<file path="src/rtl/cs_bist.sv">
`timescale 1ns/1ps
// Self-test source/sink for the CS sliding-window filter: sequences the CS reset,
// feeds an LFSR sample stream, skips the warm-up window and compresses Y into a MISR.
module cs_bist #(
    parameter int          N_PAT      = 2000,
    parameter int          LAT        = 9,
    parameter int          RST_CYC    = 2,
    parameter logic [7:0]  SEED       = 8'h01,
    parameter logic [15:0] GOLDEN_SIG = 16'h0000
) (
    input  logic        clk,
    input  logic        reset,
    input  logic        start,
    output logic        cs_reset,
    output logic [7:0]  X,
    input  logic [9:0]  Y,
    output logic        busy,
    output logic        done,
    output logic        pass,
    output logic [15:0] signature,
    output logic [15:0] sample_cnt
);

    typedef enum logic [1:0] {
        IDLE = 2'd0,
        RST  = 2'd1,
        FEED = 2'd2,
        DONE = 2'd3
    } state_t;

    localparam logic [15:0] RST_LAST  = 16'(RST_CYC - 1);
    localparam logic [15:0] CAP_FIRST = 16'(LAT);
    localparam logic [15:0] CAP_LAST  = 16'(LAT + N_PAT - 1);

    state_t      state, state_next;
    logic [7:0]  x_next;
    logic        cs_reset_next;
    logic        pass_next;
    logic [15:0] sig_next;
    logic [15:0] cnt_next;
    logic [15:0] rst_cnt, rst_cnt_next;
    logic        capture;

    // Galois LFSR, polynomial x^8+x^4+x^3+x^2+1
    function automatic logic [7:0] lfsr_next(input logic [7:0] v);
        return {v[6:0], 1'b0} ^ (v[7] ? 8'h1D : 8'h00);
    endfunction

    // CCITT MISR step folding in one 10-bit CS output word
    function automatic logic [15:0] misr_next(input logic [15:0] s, input logic [9:0] y);
        return {s[14:0], 1'b0} ^ (s[15] ? 16'h1021 : 16'h0000) ^ {6'b0, y};
    endfunction

    assign capture = (sample_cnt >= CAP_FIRST) && (sample_cnt <= CAP_LAST);

    always_ff @(posedge clk) begin
        if (reset) begin
            state      <= IDLE;
            X          <= 8'h00;
            cs_reset   <= 1'b0;
            pass       <= 1'b0;
            signature  <= 16'hFFFF;
            sample_cnt <= 16'h0000;
            rst_cnt    <= 16'h0000;
        end else begin
            state      <= state_next;
            X          <= x_next;
            cs_reset   <= cs_reset_next;
            pass       <= pass_next;
            signature  <= sig_next;
            sample_cnt <= cnt_next;
            rst_cnt    <= rst_cnt_next;
        end
    end

    always_comb begin
        state_next    = state;
        x_next        = X;
        cs_reset_next = cs_reset;
        pass_next     = pass;
        sig_next      = signature;
        cnt_next      = sample_cnt;
        rst_cnt_next  = rst_cnt;
        case (state)
            IDLE, DONE: begin
                if (start) begin
                    state_next    = RST;
                    cs_reset_next = 1'b1;
                    pass_next     = 1'b0;
                    sig_next      = 16'hFFFF;
                    cnt_next      = 16'h0000;
                    rst_cnt_next  = 16'h0000;
                end
            end
            RST: begin
                if (rst_cnt == RST_LAST) begin
                    state_next    = FEED;
                    cs_reset_next = 1'b0;
                    x_next        = SEED;
                    cnt_next      = 16'h0000;
                end else begin
                    rst_cnt_next = rst_cnt + 16'h0001;
                end
            end
            FEED: begin
                x_next   = lfsr_next(X);
                cnt_next = sample_cnt + 16'h0001;
                if (capture) begin
                    sig_next = misr_next(signature, Y);
                end
                // Final capture edge: judge the signature that includes this word
                if (sample_cnt == CAP_LAST) begin
                    state_next = DONE;
                    pass_next  = (sig_next == GOLDEN_SIG);
                end
            end
            default: state_next = IDLE;
        endcase
    end

    assign busy = (state == RST) || (state == FEED);
    assign done = (state == DONE);

endmodule

</file>
<file path="config.mk">
export PLATFORM = sky130hd
export DESIGN_NAME = cs_bist
export DESIGN_NICKNAME = d
export VERILOG_FILES = /design/src/rtl/cs_bist.sv
export SDC_FILE = /design/constraint.sdc
export NUM_CORES = 1
export LEC_CHECK = 0
export CORE_AREA = 2 2 79 81
export DETAILED_ROUTE_END_ITERATION = 10
export DIE_AREA = 0 0 81 83
export MAX_ROUTING_LAYER = met4
export PLACE_DENSITY = 0.78
export SYNTH_ARGS = -nofsm -noshare
export SYNTH_HDL_FRONTEND = slang
export SYNTH_SLANG_ARGS = --single-unit
</file>
<file path="constraint.sdc">
create_clock -name clk -period 2.75 [get_ports clk]
set_input_delay 0.55 -clock clk [delete_from_list [all_inputs] [get_ports clk]]
set_output_delay 0.55 -clock clk [all_outputs]
set_load 0.01 [all_outputs]
</file>
After elaboration in Yosys (flattened, before gate mapping) --
Index checks and enable logic that the tools add are counted.
Word-level totals: bits in registers 60, latch bits 0, bits in writable memories 0, ROM bits 0, input bits 13, output and inout bits 44, logic and storage cells 61, memories 0
Operators by class: add/sub/neg operators 2, $mul 0, divide/modulo/power cells 0, magnitude comparators 2, equality and inequality tests 9, shifts and indexed selects 0, muxes and demuxes 23, bitwise logic cells 3, reductions and logical operators 15
Operator list (number):
- $mux 16 | 6
- $pmux 16 s2 | 2
- $pmux 16 s3 | 1
- $add 16x1->16 const B | 2
- $eq 16x1->1 const B | 1
- $eq 16x11->1 const B | 1
- $ge 16x4->1 const B | 1
- $le 16x11->1 const B | 1
- $logic_not 16->1 | 1
- $pmux 8 s2 | 1
- $xor 16x10->16 | 1
- $xor 16x13->16 | 1
- $mux 13 | 1
- $reduce_and 3->1 | 4
- $mux 8 | 1
- $ne 2x2->1 const B | 4
- $xor 8x5->8 | 1
- $mux 2 | 3
- $pmux 2 s3 | 1
- $reduce_and 2->1 | 3
- $reduce_bool 2->1 | 3
- $mux 5 | 1
- $eq 2x2->1 const B | 2
- $mux 1 | 4
- 6 further kinds | 7

Longest topological paths before layout --
Gate-level depths: netlist (run 1).
word-level depth 8, depth in mapped cells 9, mapped depth without buffers 8

Least setup slack after synthesis (run 1) --
No wires, ideal clock.
kind register to register, start point reg state[0], end point reg sample_cnt[12], library setup time 117 ps, data arrival time 1922 ps, required time 2633 ps, setup slack 711 ps, stages on the path, launching flop included 9, path buffers 1, period minus slack after synthesis 2039 ps, path through dfxtp_1 -> inv_1 -> ha_1 -> nand2b_1 -> clkbuf_1 -> nand4_1 -> or3_1 -> xor2_1 -> nor2_1
On the way: longest elaborated chain between the ends 4, elaborated cells on any way between the ends 9, classes of those cells 5 x eq/ne; 1 x mux; 3 x reduce/logical
RTL lines:
- start: declaration | RTL line 35 | state_t state, state_next;
- start signal: assignment | RTL line 66 | state <= state_next;
- $eq 2x2->1 / $logic_not 2->1 (equally long branches) | RTL line 84 | case (state)
- $reduce_or 2->1 | RTL line 84
- $ne 2x2->1 (no source line)
- $reduce_and 2->1 (no source line)
- end signal: assignment | RTL line 71 | sample_cnt <= cnt_next;
- end: declaration | RTL line 21 | output logic [15:0] sample_cnt
Parallel ways exist; a longest one is shown, timed or not. A chain may end at the register's enable or synchronous reset.

Worst setup path after layout (run 1) --
start point reg state[0], end point out busy
On the way: longest elaborated chain between the ends 2, elaborated cells on any way between the ends 3, classes of those cells 2 x eq/ne; 1 x reduce/logical
RTL lines:
- $eq 2x1->1 / $eq 2x2->1 (equally long branches) | RTL line 121 | assign busy = (state == RST) || (state == FEED);
- $logic_or 1x1->1 * | RTL line 121
- end: declaration | RTL line 17 | output logic busy,
Every way passes the cells marked *; elsewhere a longest branch is shown, timed or not.

==> flow_metrics.py, run 1 <==
metrics = {
    "synth": {
        "syn-cell-area_um2": 2960,
        "ys_seq_area_share_pct": 40.6,
        "synth-edff-count": 0,
        "postSynthCellCount": 334,
        "syn_avg_cell_area_um2": 8.87,
        "ys_ff_latch": 60,
        "syn_nets": 357,
        "yosysMostFrequentCell": "dfxtp_1",
        "synth_warnings": 0,
        "synth_ff_type": "dfxtp_1",
        "synth_top_area_share_pct": 40.6,
        "synthTopCellsByArea": "dfxtp_1, xor2_1, nor2_1, xnor2_1, ha_1",
        "yosys.area.top_type": "dfxtp_1",
        "yosysUniqueCellTypes": 50,
        "yosys-top-cells-count": "dfxtp_1, nor2_1, xor2_1, nand2b_1, nand2_1",
        "synthArstFlopShare_pct": 0,
    },
    "hold_path": {
        "worstHoldPathCells": 2,
        "hold_end": "X[0]",
        "hold_path_class": "flip-flop to flip-flop",
        "holdCritStartpoint": "X[0]",
    },
    "setup_path": {
        "r2r_cells": 7,
        "reg2reg_from": "rst_cnt[0]",
        "crit_path_start_kind": "flip-flop",
        "required_ps": 2200,
        "rr_endpoint": "sample_cnt[12]",
        "crit_arrival_ps": 1880,
        "criticalPathCategory": "flip-flop to output pin",
        "reg2reg_slack_ps": 400,
        "cp-end-kind": "output pin",
        "cp_max_fo": 5,
    },
    "sta": {
        "fin_crit_sh_pct": 88.5,
        "fin_tns_setup_ps": 0,
        "tightest_slew_ps": 539,
        "hold_violations": 0,
        "setup_slack_ps": 318,
        "setup_viol": 0,
        "grt_setup_unrepaired": "false",
        "period_needed_ps": 2430,
        "slew_headroom_pct": 63.9,
        "fmax_mhz": 411,
        "fin_skew_ps": 5.45,
        "drv_slew": 0,
    },
    "routing": {
        "first_pass_iters": 4,
        "final_antenna_net_count": 0,
        "vias": 2552,
        "drc_errors": 0,
        "totalWireLength_um": 6390,
        "wl_per_cell_um": 13.5,
        "via_per_inst": 5.40,
        "first_iter_violations": 153,
    },
    "global_route": {
        "grt_pass1_vias": 2469,
        "grt_util_all_layers_pct": 20.3,
        "grt_max_degree": 18,
        "grt-ovfl-total": 0,
        "antenna_found_initial": 0,
        "grt_pass1_wl_um": 10800,
    },
    "power_and_ir_drop": {
        "p_leak_uw": 0.00129,
        "power.density_nw_per_um2": 647,
        "ir_drop_uv": 536,
    },
    "finish": {
        "synthToLayoutAreaGrowth_pct": 26.4,
        "final_nets": 416,
        "diodes": 0,
        "drive_gt1_share_pct": 8.29,
        "post-route-util_pct": 64.4,
        "n_fill_cell": 517,
    },
    "cts": {
        "clk_pin_slew_worst_paths_ps": 60,
        "clk_latency_ps": 330,
        "postCtsSetupBuffers": 0,
        "postCtsHoldBufs": 0,
        "cts_root_buf": "clkbuf_8",
        "cts_buffers": 9,
        "ctsLongestPathBuffers": 2,
        "cts_max_level": 3,
        "post_cts_resized": 0,
        "clkSinkCount": 60,
        "cts_tree": "built",
    },
    "run": {
        "drv_cap": 0,
    },
    "place": {
        "place.gp.congestion": 0.866,
        "pre_cts_slack_ps": 255,
        "port_buffers": 56,
        "dpl.hpwl_um": 4540,
    },
    "floorplanning": {
        "start_util_pct": 50.9,
        "core_um2": 5820,
        "ioPinCount": 57,
        "die_h_um": 83,
        "dieArea_um2": 6720,
        "rows": 28,
        "die_width_um": 81,
    },
    "run_status": {
        "status": "complete, no violations",
    },
}
## stage by stage
stage	hold WS, ps	instance area, um^2	power, uW	instances
after CTS	497	3740	2440	473
final	498	3740	2420	473
after global routing	533	3740	2570	473
after global placement	485	3580	1750	457
after floorplan	480	2960	1570	334
after detailed placement	488	3580	1770	457
## placed cells by master (no fill, tap or decap), types with 11 or more instances in the layout
cell type	count
nand2b_1	20
clkdlybuf4s50_1	56
xor2_1	27
inv_1	11
xnor2_1	15
nand3_1	14
nand2_1	16
dfxtp_1	60
nor2_1	53
nor3_1	15
## routing by layer
layer | track usage, % | up-vias | part of all wire (%)
met3 | 3.70 | 9 | 4.3
met2 | 33.0 | 60 | 49
li1 | - | 1282 | -
met5 | - | - | 0
met1 | 24.3 | 1201 | 46
met4 | 9.09 | 0 | 1.3
## sequential cells by signal, indices dropped and copies added (netlist names)
name / cells
cs_reset: 1
rst_cnt: 16
state: 2
X: 8
sample_cnt: 16
signature: 16
pass: 1
## worst max path at each step
stage                           endpoint       start  slack (ps)  cells after the start
after floorplan           sample_cnt[12]    state[0]         710                      8
after global placement    sample_cnt[12]       start         330                      6
after detailed placement  sample_cnt[12]       start         260                      6
after CTS                           busy    state[0]         310                      4
after global routing      sample_cnt[12]  rst_cnt[0]         230                      7
final                               busy    state[0]         320                      4
## area by class of cell
type                       instances  area [um^2]  share of cell area [%]
clock buffer                      14          153                    4.08
tap                               75         93.8                    2.51
clock inverter                     2         10.0                   0.267
sequential                        60         1200                    32.1
timing repair buffer              60          591                    15.8
inverter                          11         41.3                    1.10
multi-input combinational        251         1660                    44.2
## power by group
group	internal (uW)	switching, uW	total (uW)
combinational	278	517	796
clock	350	319	669
sequential	912	45.9	958
## worst max-delay path: stages (launching register included)
cell             delay [ps]
dfxtp_1                 390
inv_1                    90
ha_1                    380
inv_1                   140
clkdlybuf4s50_1         550
## cell families after synthesis
family,share of synthesized area [%]
AOI/OAI and AO/OA,12.5
xor gates and xnor gates,12.4
buffers and inverters,3.55
adders and majority gates,4.22
muxes,0.718
and+or+nand+nor,26.0
DFF,40.6
Power figures use the tool's default switching activity.
==> run 2, diff against run 1 <==
CAP_MARGIN = 15   (was not set)
==> results of run 2 <==
Final layout, timing and power as in run 1 (identical DEF).
==> RTL change: new RTL, flow settings as in run 1 <==
Change the parameter `N_PAT` from 2000 to 1000.
--- a/src/rtl/cs_bist.sv
+++ b/src/rtl/cs_bist.sv
@@ -2,7 +2,7 @@
 // Self-test source/sink for the CS sliding-window filter: sequences the CS reset,
 // feeds an LFSR sample stream, skips the warm-up window and compresses Y into a MISR.
 module cs_bist #(
-    parameter int          N_PAT      = 2000,
+    parameter int          N_PAT      = 1000,
     parameter int          LAT        = 9,
     parameter int          RST_CYC    = 2,
     parameter logic [7:0]  SEED       = 8'h01,
Behaviour: no difference found for any inputs over 10 cycles, from zero or initial values and one cycle with reset high; that may be too few to reach the edited logic, so the function may still have changed.
==> RTL change against run 1 <==
Worst hold slack got worse by 0.0076 ns. Synthesized cell count fell by 7.2%. Sequential cell count did not move. Final area fell by 0.30%. Wire length fell by 2.6%. Area after synthesis fell by 3.4%. Highest routed layer unchanged. Setup slack got worse by 0.066 ns. First-iteration DRC count fell by 28%. Cell count fell by 4.9%. Total power rose by 7.8%. Critical path depth did not move. Largest power group is now the clock network. Register-to-register slack improved by 0.04 ns.
==> RTL change: results (changes against run 1) <==
** Status
- The flow ran to the end, and the final reports show no timing, DRC or antenna violations.

** GRT
- Antenna violations before repair :: 0 (unchanged)
- Maximum number of pins on one net before global-route repair :: 20 (+2)
- The via count of the first global-routing pass is 2350 (-4.8%).
- Wire length of the first global-routing pass :: 10600 µm (-1.8%)
- GR Util All Layers :: 20.1% (-0.28 points)

** Place
- The detailed placer's ending HPWL is 4400 µm (-3.1%).
- The worst setup timing slack at the placement stage was 0.296 ns (+0.0406 ns).
- Global placer's final weighted congestion :: 0.829 (-4.3%)

** Final layout
- The final antenna diode count was 0 (unchanged).
- The proportion of layout cells with a drive suffix above 1 came to 6.67% (-1.6 points).
- The number of filler cells placed in the layout was 508 (-1.7%).
- Post-layout nets :: 394 (-5.3%)

** Synth
- The fraction of synthesis flops using an asynchronous set or reset pin came to 0% (unchanged).
- The number of distinct library cell variants in the gate-level netlist after synthesis is 44 (-12%).
- The commonest cells after synthesis are sky130_fd_sc_hd__dfxtp_1 (60), sky130_fd_sc_hd__nor2_1 (50), sky130_fd_sc_hd__xnor2_1 (26).
- Count of synthesis-stage warnings from yosys :: 0 (unchanged)
- The fraction of synthesized area in multiplexers came to 1.44% (+0.73 points).
- The number of nets in the synthesized netlist is 334 (-6.4%).
- The xor and xnor area share after synthesis came to 12.6% (+0.13 points).
- Top cells by area in the synthesized netlist :: sky130_fd_sc_hd__dfxtp_1 (42%), sky130_fd_sc_hd__xnor2_1 (8.0%), sky130_fd_sc_hd__nor2_1 (6.6%)
- Adder and majority cell fraction of the synthesized area :: 4.81% (+0.59 points)
- The sequential area share after synthesis was 42.0% (+1.4 points).
- The compound-gate portion of the synthesized area was 13.5% (+1.0 points).

** Drt
- Initial DRC Count :: 110 (-28%)
- Post-DR vias/cell :: 5.44 (+0.83%)
- The total wire length is 6220 µm (-2.6%).
- Detailed Routing Iterations Pass 1 :: 4 (unchanged)
- The number of design rule violations left after detail routing was 0 (unchanged).

** Clock network
- The largest buffer count on any clock path was 2 (unchanged).
- The number of levels the H-tree was split into is 3 (unchanged).
- The number of resized instances in the post-cts repair step was 0 (unchanged).
- Clock tree from TritonCTS :: built

** Setup path
- Critical Path Fanout Max :: 7 (+2)
- Among cell families on the critical path, the largest total delay comes from buffers and inverters.
- Start of the worst register-to-register path :: sample_cnt[1]$_SDFFE_PP0P_
- Arrival time reported for the critical path endpoint :: 1.95 ns (+0.07 ns)
- Largest stage delay on the critical path :: 0.58 ns (+0.03 ns)
- Slowest stage cell on the critical path :: sky130_fd_sc_hd__clkdlybuf4s50_1

** STA
- The worst clock skew on the final layout came to 0.0140 ns (+0.00854 ns).
- Fin Setup TNS :: 0 ns (unchanged)
- Worst rel slew slack :: 54.4% (-9.4 points)

** Worst hold path
- Startpoint of the lowest-slack hold path :: X[0]$_SDFFE_PP0P_
- Number of stages on the worst hold path :: 2 (unchanged)
- Worst hold path type :: reg -> reg

** Power and ir drop
- The worst vdd rail ir drop was 0.353 mV (-34%).
- The leakage power figure is 1.29 nW (about the same).

** Flow run
- Number of violations of the max-capacitance limit :: 0 (unchanged)
==> RTL change: cell types whose count changed after synthesis, sizes merged, moves of 6 or more <==
| cell | delta |
|---|---|
| nand2b | -18 |
| nand3 | -8 |
| a2bb2oi | +7 |
| o22ai | -15 |
| o22a | +10 |
| xnor2 | +11 |
| nor3 | -6 |
| nand2 | -6 |
| xor2 | -12 |
==> RTL change: final cells by class <==
cell class / count / share of cell area (%)
Clock buffer: 9 / 3.32
Clock inverter: 7 / 3.28
Inverter: 13 / 1.31
Tap cell: 75 / 2.51
Timing Repair Buffer: 58 / 15.4
Multi-Input combinational cell: 228 / 42.0
Sequential cell: 60 / 32.2
==> RTL change: per-stage QoR <==
stage               total power [mW]  instances  instance area (µm²)  util, %  hold WS (ns)
CTS                             2.63        450                 3730     64.2         0.498
finish                          2.61        450                 3730     64.2         0.490
floorplan                       1.46        310                 2860        -         0.480
detailed placement              1.65        434                 3490     60.0         0.480
global route                    2.75        450                 3730     64.2         0.514
global placement                1.64        434                 3490     60.0         0.465
==> RTL change: path summary, 6_finish.rpt <==
path                                                    to  slack [ns]
worst max-delay path                                  busy        0.25
worst min-delay path                     X[0]$_SDFFE_PP0P_        0.49
worst max register to register  signature[15]$_SDFFE_PP1P_        0.44
worst min register to register           X[0]$_SDFFE_PP0P_        0.49
==> RTL change: power breakdown <==
| group | total, mW | internal (mW) | switching [mW] |
|---|---|---|---|
| registers | 0.956 | 0.909 | 0.0474 |
| logic | 0.686 | 0.279 | 0.407 |
| clock network | 0.969 | 0.606 | 0.363 |
==> RTL change: layer usage <==
metal / vias to the layer above / routed length (µm) / GRT usage, %
met1: 1154 / 2960 / 26.3
met5: - / 0 / -
met4: 0 / 110 / 8.94
li1: 1227 / - / -
met2: 56 / 2850 / 29.4
met3: 11 / 294 / 4.46
